**src/rtl/uart_frame_transmitter.sv**
```systemverilog
// UART transmitter: valid/ready input FIFO feeding a start/data/parity/stop serialiser.
// Bit period, parity and stop count are latched per frame when the word is popped.
module uart_frame_transmitter #(
  parameter int DATA_WIDTH     = 8,
  parameter int PRESCALE_WIDTH = 6,
  parameter int FIFO_DEPTH     = 4
) (
  input  logic                          UART_clk,
  input  logic                          reset,
  input  logic [PRESCALE_WIDTH-1:0]     prescale,
  input  logic                          parity_enable,
  input  logic                          parity_type,
  input  logic                          stop_bits,
  input  logic [DATA_WIDTH-1:0]         data_in,
  input  logic                          data_valid,
  output logic                          data_ready,
  output logic                          serial_data_out,
  output logic                          busy,
  output logic [$clog2(FIFO_DEPTH):0]   fifo_count
);
  localparam int AW = $clog2(FIFO_DEPTH);
  localparam int BW = $clog2(DATA_WIDTH);
  localparam logic [AW:0] CNT_FULL = (AW+1)'(FIFO_DEPTH);

  typedef enum logic [2:0] {S_IDLE, S_START, S_DATA, S_PARITY, S_STOP} state_t;

  state_t                     r_state, w_state_nxt;
  logic [DATA_WIDTH-1:0]      r_mem [FIFO_DEPTH];
  logic [AW-1:0]              r_wr_ptr, r_rd_ptr;
  logic [AW:0]                r_count;
  logic [DATA_WIDTH-1:0]      r_shift, w_shift_nxt;
  logic [PRESCALE_WIDTH-1:0]  r_period, r_pcnt;
  logic [BW-1:0]              r_bit;
  logic                       r_pen, r_stop2, r_parbit, r_tx;
  logic                       w_write, w_pop, w_tick, w_last_data, w_last_stop;
  logic                       w_fifo_empty, w_line_nxt;

  assign w_fifo_empty = (r_count == '0);
  assign data_ready   = (r_count != CNT_FULL);
  assign w_write      = data_valid & data_ready;
  assign w_tick       = (r_pcnt == r_period - PRESCALE_WIDTH'(1));
  assign w_last_data  = (r_bit == BW'(DATA_WIDTH-1));
  assign w_last_stop  = (r_bit == {{(BW-1){1'b0}}, r_stop2});

  assign serial_data_out = r_tx;
  assign busy            = (r_state != S_IDLE);
  assign fifo_count      = r_count;

  always_ff @(posedge UART_clk or posedge reset) begin
    if (reset) r_state <= S_IDLE;
    else       r_state <= w_state_nxt;
  end

  always_comb begin
    w_state_nxt = r_state;
    case (r_state)
      S_IDLE:   if (!w_fifo_empty) w_state_nxt = S_START;
      S_START:  if (w_tick) w_state_nxt = S_DATA;
      S_DATA:   if (w_tick && w_last_data) w_state_nxt = r_pen ? S_PARITY : S_STOP;
      S_PARITY: if (w_tick) w_state_nxt = S_STOP;
      S_STOP:   if (w_tick && w_last_stop) w_state_nxt = w_fifo_empty ? S_IDLE : S_START;
      default:  w_state_nxt = S_IDLE;
    endcase
  end

  // Line value is computed for the next state so the registered output
  // changes on the same edge as the state.
  always_comb begin
    w_pop       = (w_state_nxt == S_START) && (r_state == S_IDLE || r_state == S_STOP);
    w_shift_nxt = r_shift;
    if (w_pop)                          w_shift_nxt = r_mem[r_rd_ptr];
    else if (r_state == S_DATA && w_tick) w_shift_nxt = r_shift >> 1;
    w_line_nxt = 1'b1;
    case (w_state_nxt)
      S_START:  w_line_nxt = 1'b0;
      S_DATA:   w_line_nxt = w_shift_nxt[0];
      S_PARITY: w_line_nxt = r_parbit;
      default:  w_line_nxt = 1'b1;
    endcase
  end

  always_ff @(posedge UART_clk or posedge reset) begin
    if (reset) begin
      r_tx     <= 1'b1;
      r_shift  <= '0;
      r_period <= PRESCALE_WIDTH'(1);
      r_pcnt   <= '0;
      r_bit    <= '0;
      r_pen    <= 1'b0;
      r_stop2  <= 1'b0;
      r_parbit <= 1'b0;
    end else begin
      r_tx    <= w_line_nxt;
      r_shift <= w_shift_nxt;
      if (w_pop) begin
        r_period <= (prescale == '0) ? PRESCALE_WIDTH'(1) : prescale;
        r_pen    <= parity_enable;
        r_stop2  <= stop_bits;
        r_parbit <= (^r_mem[r_rd_ptr]) ^ parity_type;
      end
      if (w_state_nxt != r_state || w_tick || r_state == S_IDLE) r_pcnt <= '0;
      else                                                       r_pcnt <= r_pcnt + PRESCALE_WIDTH'(1);
      if (w_state_nxt != r_state) r_bit <= '0;
      else if (w_tick)            r_bit <= r_bit + BW'(1);
    end
  end

  always_ff @(posedge UART_clk) begin
    if (w_write) r_mem[r_wr_ptr] <= data_in;
  end

  always_ff @(posedge UART_clk or posedge reset) begin
    if (reset) begin
      r_wr_ptr <= '0;
      r_rd_ptr <= '0;
      r_count  <= '0;
    end else begin
      if (w_write) r_wr_ptr <= r_wr_ptr + AW'(1);
      if (w_pop)   r_rd_ptr <= r_rd_ptr + AW'(1);
      case ({w_write, w_pop})
        2'b10:   r_count <= r_count + (AW+1)'(1);
        2'b01:   r_count <= r_count - (AW+1)'(1);
        default: r_count <= r_count;
      endcase
    end
  end
endmodule

```
**config.mk**
```make
export PLATFORM = sky130hd
export DESIGN_NAME = uart_frame_transmitter
export DESIGN_NICKNAME = d
export VERILOG_FILES = /design/src/rtl/uart_frame_transmitter.sv
export SDC_FILE = /design/constraint.sdc
export NUM_CORES = 1
export LEC_CHECK = 0
export ABC_CLOCK_PERIOD_IN_PS = 3000
export BUFFER_PORTS_ARGS = -buffer_cell sky130_fd_sc_hd__buf_4
export CAP_MARGIN = 30
export CORE_MARGIN = 2
export CORE_UTILIZATION = 50
export DETAILED_ROUTE_END_ITERATION = 10
export HOLD_SLACK_MARGIN = 0.05
export PLACE_DENSITY = 0.71
export REMOVE_ABC_BUFFERS = 1
export SETUP_SLACK_MARGIN = 0.2
export SYNTH_ARGS = -nofsm -noshare
export SYNTH_HDL_FRONTEND = slang
export SYNTH_SLANG_ARGS = --single-unit
```
**constraint.sdc**
```tcl
create_clock -name UART_clk -period 3 [get_ports UART_clk]
set_clock_uncertainty 0.1 [all_clocks]
set_input_delay 0.3 -clock UART_clk [delete_from_list [all_inputs] [get_ports UART_clk]]
set_output_delay 0.3 -clock UART_clk [all_outputs]
set_load 0.01 [all_outputs]
```
==> results of run 1 <==
cell families after synthesis:
family	synth area share (%)
fa+ha+maj	3.94
xor+xnor	6.73
simple gates	11.6
compound gates	8.59
buf+inv	2.82
flops	56.1
mux	10.2
power breakdown:
group | total, mW | internal [mW] | switching, mW | leakage, nW
Combinational | 1.80 | 0.905 | 0.893 | 0.833
Sequential | 1.59 | 1.33 | 0.261 | 0.740
Clock | 0.725 | 0.321 | 0.403 | 0.0947
cells in the final DEF, fill, tap and decap left out, types with 2 or more instances in the layout:
| master | instances |
|---|---|
| clkbuf_8 | 9 |
| or2_2 | 3 |
| a31oi_1 | 4 |
| nor2_1 | 16 |
| inv_8 | 2 |
| or3_1 | 2 |
| o21ai_1 | 2 |
| nor3_1 | 5 |
| and3_1 | 9 |
| buf_4 | 33 |
| a21oi_1 | 8 |
| inv_1 | 13 |
| inv_2 | 2 |
| a221o_1 | 5 |
| edfxtp_1 | 32 |
| dfrtp_1 | 35 |
| ha_1 | 7 |
| and3b_1 | 2 |
| xnor2_1 | 13 |
| dlygate4sd3_1 | 9 |
| ha_4 | 2 |
| mux4_1 | 6 |
| dfstp_2 | 2 |
| xor2_1 | 11 |
| o21ai_0 | 6 |
| inv_6 | 3 |
| mux2_2 | 5 |
| mux2_4 | 5 |
| nor2b_1 | 4 |
| nand2_1 | 13 |
| mux4_2 | 2 |
| nand3_1 | 7 |
metrics by stage:
stage,total power [mW],TNS [ns],util (%),cells,setup slack (ns)
finish,4.11,0,62.3,383,0.169
CTS,4.13,0,62.1,383,0.153
global route,4.41,0,62.3,383,0.0330
detailed placement,3.33,-0.0665,57.2,358,-0.0665
floorplan,2.84,-0.145,-,248,-0.145
global placement,3.27,0,57.2,358,0.0675
final timing paths:
path                                from  slack [ns]             to  depth (start not counted)
hold / removal             parity_enable        0.08          r_pen                          2
min in group asynchronous          reset        0.50          r_pen                          3
max in group asynchronous          reset        1.51    r_period[0]                          4
hold reg to reg               r_shift[7]        0.41     r_shift[6]                          1
setup / recovery             r_period[0]        0.17  fifo_count[2]                         14
setup reg to reg             r_period[0]        0.17  fifo_count[2]                         14
state kept, by name, summed over array words and instances, names as in the netlist:
| register | cells |
|---|---|
| r_bit | 3 |
| r_shift | 8 |
| r_pen | 1 |
| r_state | 3 |
| fifo_count | 3 |
| r_wr_ptr | 2 |
| r_mem | 32 |
| r_stop2 | 1 |
| r_rd_ptr | 2 |
| r_period | 6 |
| serial_data_out | 1 |
| r_parbit | 1 |
| r_pcnt | 6 |
timing repair:
action | 4_1_cts | 5_1_grt
hold endpoints to repair | 46 | 0
hold buffers | 9 | 0
pin swaps | 5 | 2
gates resized for setup | 9 | 2
setup endpoints to repair | 2 | 2
area by class of cell:
class	count	area share, %
sequential	69	47.2
multi-input combinational	164	35.8
timing repair buffer	42	8.44
clock buffer	9	3.10
tap	77	2.41
clock inverter	7	1.63
inverter	15	1.41
routing by layer:
metal  part of all wire, %  track usage, %
met1                    45            24.2
met2                    51            31.0
met3                   2.7            3.95
met4                   1.3            8.08
met5                     0               0
==> impl_metrics.env, run 1 <==
export IMPL_status="complete, no violations"
export IMPL_ys_top_cells_by_count="dfrtp_1 (35), edfxtp_1 (32), nor2_1 (16), inv_1 (15)"
export IMPL_max_stage_delay_ns=0.55
export IMPL_synthFlopType="dfrtp_1"
export IMPL_synth_most_common_cell="dfrtp_1"
export IMPL_fin_crit_ns=2.83
export IMPL_insertedDiodeCount=0
export IMPL_maxCapViolCount=0
export IMPL_cts_sinks=69
export IMPL_max_freq_ghz=0.353
export IMPL_grt_first_pass_wirelength_um=10500
export IMPL_regArea_sq_um=1890
export IMPL_maxSlewViolCount=0
export IMPL_die_w_um=86.0
export IMPL_fin_hold_ws_ns=0.0812
export IMPL_place_area_sq_um=3670
export IMPL_start_util_pct=52.4
export IMPL_yosysSeqAreaShare_pct=56.1
export IMPL_grt_max_degree=23
export IMPL_cpLargestDelayFamily="simple AND/OR/NAND/NOR gates"
export IMPL_cp_required_ns=3.17
export IMPL_track_usage_pct=18.9
export IMPL_synth_top_area_cell="edfxtp_1"
export IMPL_numCtsBuffers=9
export IMPL_port_buffers=25
export IMPL_cts_buffer_depth=2
export IMPL_worst_skew_pair_late_latency_ns=0.34
export IMPL_synth_avg_cell_area_sq_um=13.3
export IMPL_cts_max_level=3
export IMPL_startpoint_type="flop"
export IMPL_avgRoutedWirePerCell_um=16.3
export IMPL_drt_iter0_markers=65
export IMPL_hold_class="input port to flop"
export IMPL_die_h_um=86.0
export IMPL_synthCells=253
export IMPL_tightest_slew_ns=0.654
export IMPL_grt_pass1_vias=2177
export IMPL_relSlewSlack_pct=56.3
export IMPL_fp_row_count=29
export IMPL_vias_per_cell=5.58
export IMPL_critPathSlowestCell="dfstp_2"
export IMPL_synth_warnings=0
export IMPL_synthTopCellsByArea="edfxtp_1 (29%), dfrtp_1 (26%), mux4_1 (4.7%)"
export IMPL_worstSetupEndpointType="flop"
export IMPL_hold_viol_final=0
export IMPL_crit_arrival_ns=3.00
export IMPL_synth_area_sq_um=3370
export IMPL_cts_root_buf="clkbuf_8"
export IMPL_power_leakage_nw=1.67
export IMPL_drc=0
export IMPL_layout_drive_gt1_share_pct=28.1
export IMPL_postCtsSetupBuffers=0
export IMPL_clk_pin_slew_ns=0.09
export IMPL_synthToLayoutAreaGrowth_pct=18.9
export IMPL_synth_edf_count=32
export IMPL_place_congestion=0.888
export IMPL_dpl_hpwl_um=4390
export IMPL_core_area_sq_um=6420
export IMPL_rsz0062_at_grt="true"
export IMPL_antenna_found_initial=0
export IMPL_ant_nets=0
export IMPL_ir_worst_vdd_mv=0.485
export IMPL_vias=2139
export IMPL_nNetsFinal=331
export IMPL_fillers=510
export IMPL_first_pass_iters=4
export IMPL_crit_buf_inv=3
export IMPL_power_density_nw_per_um2=1030
export IMPL_multi_input_area_sq_um=1430
export IMPL_crit_fanout=4
export IMPL_report_final_setup_viol=0
export IMPL_ys_ff_latch=69
export IMPL_netlist_cell_type_count=54
export IMPL_ios=26
export IMPL_cts_tree="yes"
export IMPL_wirelength_um=6230
export IMPL_stdcell_area_sq_um=4000
export IMPL_dieArea_sq_um=7400
export IMPL_synth_top_area_share_pct=28.6
export IMPL_cp_cell_sequence="inv_2 > ha_4 > nor2b_1 > or3_4 > a31oi_4 > a31o_4 > nand2_4 > inv_2 > ha_4 > inv_1 > fa_2 > xor2_1 > nor2_1 > xor2_1"
export IMPL_fin_crit_sh_pct=94.4
export IMPL_crit_type="flop to flop"
export IMPL_synthArstFlopShare_pct=53.6
export IMPL_grt_overflow_total=0
No activity file was read; power rests on OpenSTA's default activity.
==> run 2: changes to the inputs <==
REMOVE_ABC_BUFFERS = not set   (was 1)
==> run 2 against run 1 <==
Net effect:
- maximum frequency increased by 1.7%
- sequential share of layout area is 0.059 points higher
- highest routed layer unchanged
- critical path type unchanged
- total power decreased by 0.17%
- largest power group unchanged
==> impl_metrics.env, run 2 (synthesized netlist as in run 1, its figures left out) <==
export IMPL_rsz0062_at_grt="true"
export IMPL_r2r_slack_ns=0.22
export IMPL_reg_largest_list="r_mem: 32 flops, r_shift: 8 flops"
export IMPL_start_util_pct=52.4
export IMPL_r2r_start="r_period[0]"
export IMPL_dpl_hpwl_um=4320
export IMPL_cp_startpoint="r_period[0]"
export IMPL_post_cts_resized=0
export IMPL_grt_pass1_vias=2141
export IMPL_report_final_setup_viol=0
export IMPL_nNetsFinal=330
export IMPL_port_buffers=25
export IMPL_cts_sinks=69
export IMPL_largest_reg_flops=32
export IMPL_vias_per_cell=5.47
export IMPL_startpoint_type="flop"
export IMPL_first_pass_iters=4
export IMPL_grt_overflow_total=0
export IMPL_insertedDiodeCount=0
export IMPL_drt_iter0_markers=97
export IMPL_crit_type="flop to flop"
export IMPL_wirelength_um=6020
export IMPL_hold_viol_final=0
export IMPL_synthToLayoutAreaGrowth_pct=18.7
export IMPL_ir_worst_vdd_mv=0.557
export IMPL_tns_ns=0
export IMPL_cts_buffer_depth=2
export IMPL_core_area_sq_um=6420
export IMPL_die_w_um=86.0
export IMPL_maxSlewViolCount=0
export IMPL_status="complete, no violations"
export IMPL_clk_pin_slew_ns=0.09
export IMPL_power_leakage_nw=1.66
export IMPL_worstSetupEndpointType="flop"
export IMPL_dp_slack_ns=0.107
export IMPL_fillers=500
export IMPL_track_usage_pct=18.3
export IMPL_grt_max_degree=38
export IMPL_syn_nets=283
export IMPL_dieArea_sq_um=7400
export IMPL_max_freq_ghz=0.359
export IMPL_regMostFlops="r_mem"
export IMPL_drc=0
export IMPL_cts_root_buf="clkbuf_8"
export IMPL_crit_arrival_ns=2.97
export IMPL_antenna_found_initial=0
export IMPL_fin_crit_ns=2.78
export IMPL_fp_row_count=29
export IMPL_worst_slack_ns=0.217
export IMPL_place_congestion=0.855
export IMPL_hold_class="input port to flop"
export IMPL_numCtsBuffers=9
export IMPL_mostFrequentLayoutCells="dfrtp_1 (35), buf_4 (32), edfxtp_1 (32), nor2_1 (16)"
export IMPL_tightest_slew_ns=0.520
export IMPL_fin_crit_sh_pct=92.8
export IMPL_ios=26
export IMPL_power_density_nw_per_um2=1030
export IMPL_maxCapViolCount=0
export IMPL_layout_drive_gt1_share_pct=27.2
export IMPL_avgRoutedWirePerCell_um=15.8
export IMPL_final_common_cell="dfrtp_1"
export IMPL_crit_fanout=4
export IMPL_relSlewSlack_pct=65.2
export IMPL_hold_path_startpoint="stop_bits"
export IMPL_cts_max_level=3
export IMPL_vias=2091
export IMPL_die_h_um=86.0
export IMPL_cp_required_ns=3.19
export IMPL_cts_tree="yes"
export IMPL_grt_first_pass_wirelength_um=10100
export IMPL_worst_skew_pair_late_latency_ns=0.35
export IMPL_ant_nets=0
[run 2: worst paths after layout]
kind / cells past startpoint / endpoint
min in group asynchronous: 4 / r_wr_ptr[0]
hold reg to reg: 1 / r_shift[6]
max in group asynchronous: 4 / r_period[0]
hold / removal: 2 / r_stop2
setup / recovery: 14 / fifo_count[2]
setup reg to reg: 14 / fifo_count[2]
[run 2: final cells by class]
cell class	count	area (sq um)	share of cell area [%]
clock buffer	10	128	3.19
inverter	15	58.8	1.47
timing repair buffer	41	330	8.27
clock inverter	6	71.3	1.78
sequential	69	1890	47.3
multi-input combinational	164	1420	35.6
tap	77	96.3	2.41
[run 2: routing by layer]
metal	wire [um]	vias up	GRT usage, %	part of all wire (%)
met5	0	-	0	0
met1	2630	1018	22.1	44
met2	3070	41	30.8	51
met4	79	0	6.06	1.3
met3	238	9	6.06	4.0
li1	-	1023	-	-
[run 2: repair_timing]
action	in CTS	in global routing
hold endpoints to repair	67	0
buffers inserted	2	0
hold buffers	9	0
setup endpoints to repair	1	1
gates cloned	0	0
pin swaps	1	1
[run 2: critical path, stage by stage, from the launching register on]
cell and delay [ns]:
dfstp_2 0.54, inv_2 0.04, ha_4 0.16, nor2b_1 0.12, or3_4 0.35, a31oi_4 0.15, a31o_4 0.19, nand2_4 0.06
inv_4 0.07, ha_4 0.14, inv_2 0.04, fa_2 0.35, xor2_1 0.15, nor2_1 0.12, xor2_1 0.15
[run 2: report_power, final]
part           internal, mW  switching, mW
clock network         0.391          0.369
registers              1.33          0.247
logic                 0.895          0.875
total                  2.61           1.49
[run 2: through the flow]
stage	hold WS [ns]	cell area (sq um)	instances	total power, mW	utilization [%]
after floorplan	0.299	3410	253	2.93	-
after global placement	0.350	3690	355	3.30	57.5
after detailed placement	0.347	3690	355	3.36	57.5
after CTS	0.0660	4000	382	4.15	62.2
after global routing	0.0723	4000	382	4.41	62.2
final	0.0809	4000	382	4.10	62.2
